===== config.mk =====
export PLATFORM = sky130hd
export DESIGN_NAME = deserializer_unit_cell_16
export DESIGN_NICKNAME = d
export VERILOG_FILES = /design/src/rtl/serdes_pkg.sv /design/src/rtl/deserializer_unit_cell_16_hold_reg.sv /design/src/rtl/deserializer_unit_cell_16.sv
export SDC_FILE = /design/constraint.sdc
export NUM_CORES = 1
export LEC_CHECK = 0
export CAP_MARGIN = 25
export CORE_AREA = 2 2 46 90
export CTS_CLUSTER_SIZE = 25
export DETAILED_ROUTE_END_ITERATION = 8
export DIE_AREA = 0 0 48 92
export PLACE_DENSITY = 0.63
export SLEW_MARGIN = 20
export SYNTH_ARGS = -nofsm -noshare
export SYNTH_HDL_FRONTEND = slang
export SYNTH_SLANG_ARGS = --single-unit
export TNS_END_PERCENT = 10

===== constraint.sdc =====
create_clock -name CLK -period 2.5 [get_ports CLK]
set_input_delay 0.25 -clock CLK [delete_from_list [all_inputs] [get_ports CLK]]
set_output_delay 0.25 -clock CLK [all_outputs]
set_load 0.1 [all_outputs]

===== src/rtl/serdes_pkg.sv =====
// Shared definitions for the serializer/deserializer unit cells.
package serdes_pkg;

    localparam int SERDES_WIDTH = 16;

    typedef enum logic [1:0] {
        IDLE,
        SHIFT,
        PARITY
    } deser_state_t;

    // Returns the bit that makes data plus parity contain an even number of ones.
    function automatic logic even_parity(input logic [SERDES_WIDTH-1:0] data);
        return ^data;
    endfunction

endpackage


===== src/rtl/deserializer_unit_cell_16_hold_reg.sv =====
// Holding register for recovered words: valid/ready handshake and overrun pulse.
module deser_hold_reg
    import serdes_pkg::*;
#(
    parameter int WIDTH = SERDES_WIDTH
) (
    input  logic             clk,
    input  logic             rst_n,
    input  logic             load,
    input  logic [WIDTH-1:0] word_in,
    input  logic             perr_in,
    input  logic             ready,
    output logic [WIDTH-1:0] word,
    output logic             valid,
    output logic             perr,
    output logic             overrun
);

    always_ff @(posedge clk) begin
        if (!rst_n) begin
            word    <= '0;
            valid   <= 1'b0;
            perr    <= 1'b0;
            overrun <= 1'b0;
        end else begin
            overrun <= 1'b0;
            if (load) begin
                // A full register can take the new word only if the old one leaves this edge.
                if (!valid || ready) begin
                    word  <= word_in;
                    perr  <= perr_in;
                    valid <= 1'b1;
                end else begin
                    overrun <= 1'b1;
                end
            end else if (valid && ready) begin
                valid <= 1'b0;
            end
        end
    end

endmodule


===== src/rtl/deserializer_unit_cell_16.sv =====
// Start-bit framed serial-to-parallel receiver with optional even parity.
module deserializer_unit_cell_16
    import serdes_pkg::*;
#(
    parameter int WIDTH     = SERDES_WIDTH,
    parameter bit PARITY_EN = 1'b1,
    parameter bit LSB_FIRST = 1'b0
) (
    input  logic             CLK,
    input  logic             RESET,
    input  logic             SERIAL_IN,
    output logic [WIDTH-1:0] PAR_OUT,
    output logic             PAR_VALID,
    input  logic             PAR_READY,
    output logic             PARITY_ERR,
    output logic             OVERRUN,
    output logic             BUSY
);

    localparam int CNT_W = (WIDTH > 1) ? $clog2(WIDTH) : 1;
    localparam logic [CNT_W-1:0] LAST_BIT = CNT_W'(WIDTH - 1);

    deser_state_t     state;
    logic [CNT_W-1:0] cnt;
    logic [WIDTH-1:0] sreg;
    logic [WIDTH-1:0] shift_next;
    logic             data_par;
    logic             commit;
    logic [WIDTH-1:0] commit_word;
    logic             commit_perr;

    if (LSB_FIRST) begin : g_lsb_first
        assign shift_next = {SERIAL_IN, sreg[WIDTH-1:1]};
    end else begin : g_msb_first
        assign shift_next = {sreg[WIDTH-2:0], SERIAL_IN};
    end

    if (WIDTH == SERDES_WIDTH) begin : g_pkg_par
        assign data_par = even_parity(sreg);
    end else begin : g_red_par
        assign data_par = ^sreg;
    end

    // Commit happens on the edge that samples the last bit of the frame.
    always_comb begin
        commit      = 1'b0;
        commit_word = shift_next;
        commit_perr = 1'b0;
        if (state == SHIFT && cnt == LAST_BIT && !PARITY_EN) begin
            commit = 1'b1;
        end
        if (state == PARITY) begin
            commit      = 1'b1;
            commit_word = sreg;
            commit_perr = data_par ^ SERIAL_IN;
        end
    end

    always_ff @(posedge CLK) begin
        if (!RESET) begin
            state <= IDLE;
            cnt   <= '0;
            sreg  <= '0;
        end else begin
            case (state)
                IDLE: begin
                    if (SERIAL_IN) begin
                        state <= SHIFT;
                        cnt   <= '0;
                    end
                end
                SHIFT: begin
                    sreg <= shift_next;
                    cnt  <= cnt + 1'b1;
                    if (cnt == LAST_BIT) begin
                        state <= PARITY_EN ? PARITY : IDLE;
                    end
                end
                PARITY: begin
                    state <= IDLE;
                end
                default: begin
                    state <= IDLE;
                end
            endcase
        end
    end

    assign BUSY = (state != IDLE);

    deser_hold_reg #(
        .WIDTH(WIDTH)
    ) u_hold (
        .clk     (CLK),
        .rst_n   (RESET),
        .load    (commit),
        .word_in (commit_word),
        .perr_in (commit_perr),
        .ready   (PAR_READY),
        .word    (PAR_OUT),
        .valid   (PAR_VALID),
        .perr    (PARITY_ERR),
        .overrun (OVERRUN)
    );

endmodule


* Word level (Yosys, flattened, before mapping)
Cells that the tools add are included.
** Operators by class
- Bitwise operators :: 1
- Reductions and logical operators :: 13
- $add $sub $neg :: 1
- Multiplexer cells :: 12
- Equal/unequal tests :: 6
** Operator list (count)
- $mux 16 :: 1
- $reduce_xor 16->1 :: 1
- $reduce_and 2->1 :: 5
- $pmux 4 s2 :: 1
- $mux 1 :: 6
- $reduce_bool 2->1 :: 3
- $add 4x1->4 const B :: 1
- $eq 4x4->1 const B :: 1
- $mux 2 :: 2
- $mux 4 :: 1
- $ne 2x1->1 const B :: 2
- $pmux 2 s2 :: 1
- $eq 2x1->1 const B :: 1
- $eq 2x2->1 const B :: 1
- $logic_not 2->1 :: 1
- $ne 2x2->1 const B :: 1
- $logic_and 1x1->1 :: 1
- $logic_not 1->1 :: 1
- $logic_or 1x1->1 :: 1
- $xor 1x1->1 :: 1
** Word-level totals
- Output and inout port bits :: 20
- Flip-flop bits (word level) :: 41
- Input port bits :: 4

* Depth between registers and ports, before layout
- Depth after elaboration :: 4
- Mapped depth :: 6
- Gate-level depth less buffers :: 5

* Cells and area by module
A second synthesis with hierarchy kept.
** Unflattened totals
- Cells, all modules :: 216
- Area, all modules :: 1998.2 µm²
** Modules (own cells, without submodules)
- deserializer_unit_cell_16 :: times used 1, area an instance 1231.2 µm², seq. area each 440.4 µm², cells an instance 136
- deser_hold_reg :: times used 1, area an instance 767.0 µm², seq. area each 380.4 µm², cells an instance 80

* Worst setup path before layout
No wires, ideal clock.
- Path kind :: register to register
- Start :: reg u_hold.valid
- End :: reg u_hold.word[0]
- Cell stages (with the launch flop) :: 6
- Path buffers :: 1
- Data arrival time :: 1.845 ns
- Period minus slack after synthesis :: 1.916 ns
- Path slack :: 0.584 ns
- Data required time :: 2.429 ns
- Cells stage by stage :: dfxtp_1 > nand2b_1 > nand2_1 > clkbuf_1 > nand2_1 > a21oi_1
** Between the ends
- Word-level cells in the longest chain between the ends :: 3
** Ends and longest elaborated chain
- start, declared :: line deserializer_unit_cell_16_hold_reg.sv:14 : output logic valid,
- start signal, assigned :: line deserializer_unit_cell_16_hold_reg.sv:22 : valid <= 1'b0;
- start signal, assigned :: line deserializer_unit_cell_16_hold_reg.sv:32 : valid <= 1'b1;
- start signal, assigned :: line deserializer_unit_cell_16_hold_reg.sv:37 : valid <= 1'b0;
- $logic_not 1->1 :: line deserializer_unit_cell_16_hold_reg.sv:29 : if (!valid || ready) begin
- $logic_or 1x1->1 :: line deserializer_unit_cell_16_hold_reg.sv:29
- $reduce_and 2->1 (no source line)
- end signal, assigned :: line deserializer_unit_cell_16_hold_reg.sv:30 : word <= word_in;
- end, declared :: line deserializer_unit_cell_16_hold_reg.sv:13 : output logic [WIDTH-1:0] word,
No other way between the ends.
A chain may end at the register's enable or synchronous reset.

* Final worst setup path
- Start :: reg state[0]
- End :: reg sreg[4]
** Between the ends
- Word-level cells in the longest chain between the ends :: 1
** Ends and longest elaborated chain
- start, declared :: line deserializer_unit_cell_16.sv:23 : deser_state_t state;
- start signal, assigned :: line deserializer_unit_cell_16.sv:76 : state <= PARITY_EN ? PARITY : IDLE;
- $eq 2x1->1 :: line deserializer_unit_cell_16.sv:65 : case (state)
- end signal, assigned :: line deserializer_unit_cell_16.sv:73 : sreg <= shift_next;
- end, declared :: line deserializer_unit_cell_16.sv:25 : logic [WIDTH-1:0] sreg;
No other way between the ends.

==> summary.md <==
| Metric | Value |
|---|---|
| Result of the run | finished clean |
| Clock slew at reported path FFs | about 80 ps |
| Syn_nets | 200 |
| DP Wirelength | 2498 um |
| Fillcell total | 384 |
| Worst r2r src | state[0] |
| RSZ-0062 raised after global routing | false |
| Post-Synthesis Cell Area | 1610 sq um |
| F_max | between 600 and 700 MHz |
| Synth Area in XOR/XNOR | 0.09479 |
| Hold Vio Cnt, Final | 0 |
| Largest net degree at the start of global routing | 26 |
| R2r endpoint | sreg[4] |
| Internal reg-to-reg setup slack | slightly above 900 ps |
| Hold Crit Start | u_hold.word[14] |
| Distinct cell type count after synthesis | 25 |
| Vias in the first global route | 1229 |
| Sink Count | between 40 and 50 |
| Row count | 32 |
| RePlAce Congestion | between 0.7 and 0.8 |
| Avg Cell Area, Syn | between 8 and 9 sq um |
| Final Max Tran Viols | 0 |
| Slew @ Worst Pin | about 770 ps |
| EDFF count, synth | 0 |
| Final setup TNS | 0 ps |
| Area of placed instances | ~1800 sq um |
| Leakage power | around 0.73 nW |
| Critical path class | reg -> reg |
| Inst Count DP | 261 |
| WP data required | between 2000 and 3000 ps |
| CORE AREA | around 3800 sq um |
| Worst reg2reg path depth | 4 |
| Die height | about 90 um |
| ANT nets after route | 0 |
| Setup violators final | 0 |
| Drt drc | 0 |
| Multi-input gate area | 739.5 sq um |
| Asr flop ratio synth | 0 |
| Port-buffer cells | 23 |
| Hold path depth | 2 |
| CP endpoint kind | register |
| Num CTS Buffers | 5 |
| Fin cells | roughly 270 |
| Part of the Yosys area used for sequential elements | 0.5097 |
| Area Growth Syn to Fin | 19.97% |
| Final worst-path setup slack | around 920 ps |
| FF+latch area | roughly 800 sq um |
| Minimum clock period | approximately 1600 ps |
| Rel. slew slack | 0.4887 |
| FF+latch count, synth | slightly above 40 |
| Clk root buf | clkbuf_8 |
| Worst Skew | around 5.3 ps |
| Setup bufs post-CTS | 0 |
| CP startpoint kind | register |
| # IOs | 24 |
| Combinational family with the most area after synthesis | simple AND/OR/NAND/NOR gates |
| Overall Global Routing Usage | 0.1737 |
| Total grt overflow | 0 |
| Starting Density | 0.4234 |
| Die W | around 48 um |
| Synth Area in Simple Gates | 0.2098 |
| Synth Area in Adders | 0.007770 |
| Post-synthesis cell count | between 150 and 200 |
| Critical Path AT | 1790 ps |
| VDD IR-drop max | ~0.4 mV |
| Share of cells above drive strength 1 | 0.1560 |
| Ys Warns | 0 |
| Total power | approximately 1.2 mW |
| Vias post-DR | approximately 1.3k |
| Max Cap Viol | 0 |
| Mux cell area share after synthesis | 0.006993 |
| Vias/cell | ~5 |
| Drt first pass iters | 4 |
| DR WL/cell | ~13 um |
| Antenna violations before repair | 0 |
| Final worst-path cycle share | 0.6330 |
| DIE AREA | 4416 sq um |
| Final nets | ~220 |
| DP Worst Slack | 740.9 ps |
| CTS H-tree lvls | 2 |
| Worst Hold End | u_hold.word[14] |
| Hold-fix buffers at CTS | 0 |
| Clock buffer depth | 2 |
| P per Cell Area | 615.4 nW/um^2 |
| Post-layout instance area | about 1900 sq um |
| Initial DRC count | 28 |
| Post-CTS Resized | 0 |
| CTS tree | done |
| Clock Latency Late Sink | around 290 ps |
| First-pass GRT wire length | ~5500 um |
| Area fraction in compound gates after synthesis | 0.1399 |
| CP max FO | 10 |
| N_diodes | 0 |
| Main flop type after synthesis | dfxtp_1 |
| DRT Wirelength | between 3000 and 4000 um |
| Hold/Removal Path Class | reg -> reg |
[registers in the layout, indices dropped and copies added, names as in the netlist]
signal / count
state: 2
u_hold.word: 16
u_hold.overrun: 1
cnt: 4
sreg: 16
u_hold.perr: 1
u_hold.valid: 1
[cell type report]
| cell class | count | area share |
|---|---|---|
| Clock buffer | 7 | 0.04987 |
| Multi-Input combinational cell | 142 | 0.3828 |
| Timing Repair Buffer | 26 | 0.1049 |
| Inverter | 1 | 0.001943 |
| Sequential cell | 41 | 0.4249 |
| Tap cell | 51 | 0.03303 |
| Clock inverter | 1 | 0.002591 |
[per-stage QoR]
stage | utilization | hold slack, ps
2_1_floorplan | - | 386.0
3_3_place_gp | 0.4813 | 444.2
3_5_place_dp | 0.4813 | 447.5
4_1_cts | 0.5079 | 458.1
5_1_grt | 0.5079 | 471.0
6_report | 0.5079 | 454.3
[worst max-delay path: stages (launching register included)]
cell and delay (ps):
dfxtp_1 470, nor2b_1 550, buf_4 280, nand2_1 70, a21oi_1 140
[layer usage]
| metal | global-route usage | wire, um | part of all wire | vias up |
|---|---|---|---|---|
| li1 | - | - | - | 675 |
| met1 | 0.1750 | 1264 | 0.38 | 631 |
| met2 | 0.2978 | 1937 | 0.58 | 18 |
| met3 | 0.05709 | 94 | 0.028 | 7 |
| met4 | 0.07883 | 72 | 0.021 | 0 |
| met5 | 0 | 0 | 0 | - |
[worst max path at each step]
| stage | start | to | slack [ps] | cells after the start |
|---|---|---|---|---|
| after global routing | state[0] | sreg[5] | 730 | 4 |
| after CTS | state[0] | sreg[5] | 920 | 4 |
| after global placement | RESET | u_hold.word[0] | 800 | 4 |
| after floorplan | u_hold.valid | u_hold.word[0] | 580 | 5 |
| final | state[0] | sreg[4] | 920 | 4 |
| after detailed placement | PAR_READY | u_hold.word[1] | 740 | 5 |
[cells by family after synthesis]
kind of cell | count (synthesis)
AOI/OAI and AO/OA | 42
adders and majority gates | 1
xor gates and xnor gates | 15
and+or+nand+nor | 83
DFF | 41
muxes | 1
buffers and inverters | 12
[placed cells by master, fill, tap and decap left out]
master,count
a211oi_1,1
xnor2_1,11
o21bai_1,1
xor2_1,2
nand2b_1,3
a22oi_1,3
xnor3_1,1
and3_1,2
buf_4,23
nor2_1,6
nand3_1,1
dfxtp_1,41
clkbuf_8,7
inv_1,1
nand2_1,65
a21o_1,1
a21oi_1,35
ha_1,1
clkinv_2,1
clkdlybuf4s50_1,3
nor3_1,2
o21ai_0,1
or2_2,1
nor2b_1,2
and2_1,1
xnor2_2,1
mux2_2,1
[report_power, final]
| part | internal [mW] | switching, mW |
|---|---|---|
| Clock | 0.249 | 0.216 |
| Sequential | 0.657 | 0.00593 |
| Combinational | 0.0208 | 0.0403 |
[cell usage after synthesis (2+ instances only)]
master / count / area share
a21oi_1: 35 / 0.11
a22oi_1: 3 / 0.014
and3_1: 2 / 0.0078
buf_2: 4 / 0.012
clkbuf_1: 7 / 0.016
dfxtp_1: 41 / 0.51
nand2_1: 65 / 0.15
nand2b_1: 3 / 0.012
nor2_1: 6 / 0.014
nor2b_1: 2 / 0.0078
nor3_1: 2 / 0.0062
xnor2_1: 11 / 0.060
xor2_1: 2 / 0.011
Note: power is estimated with default switching activity, not from simulation.
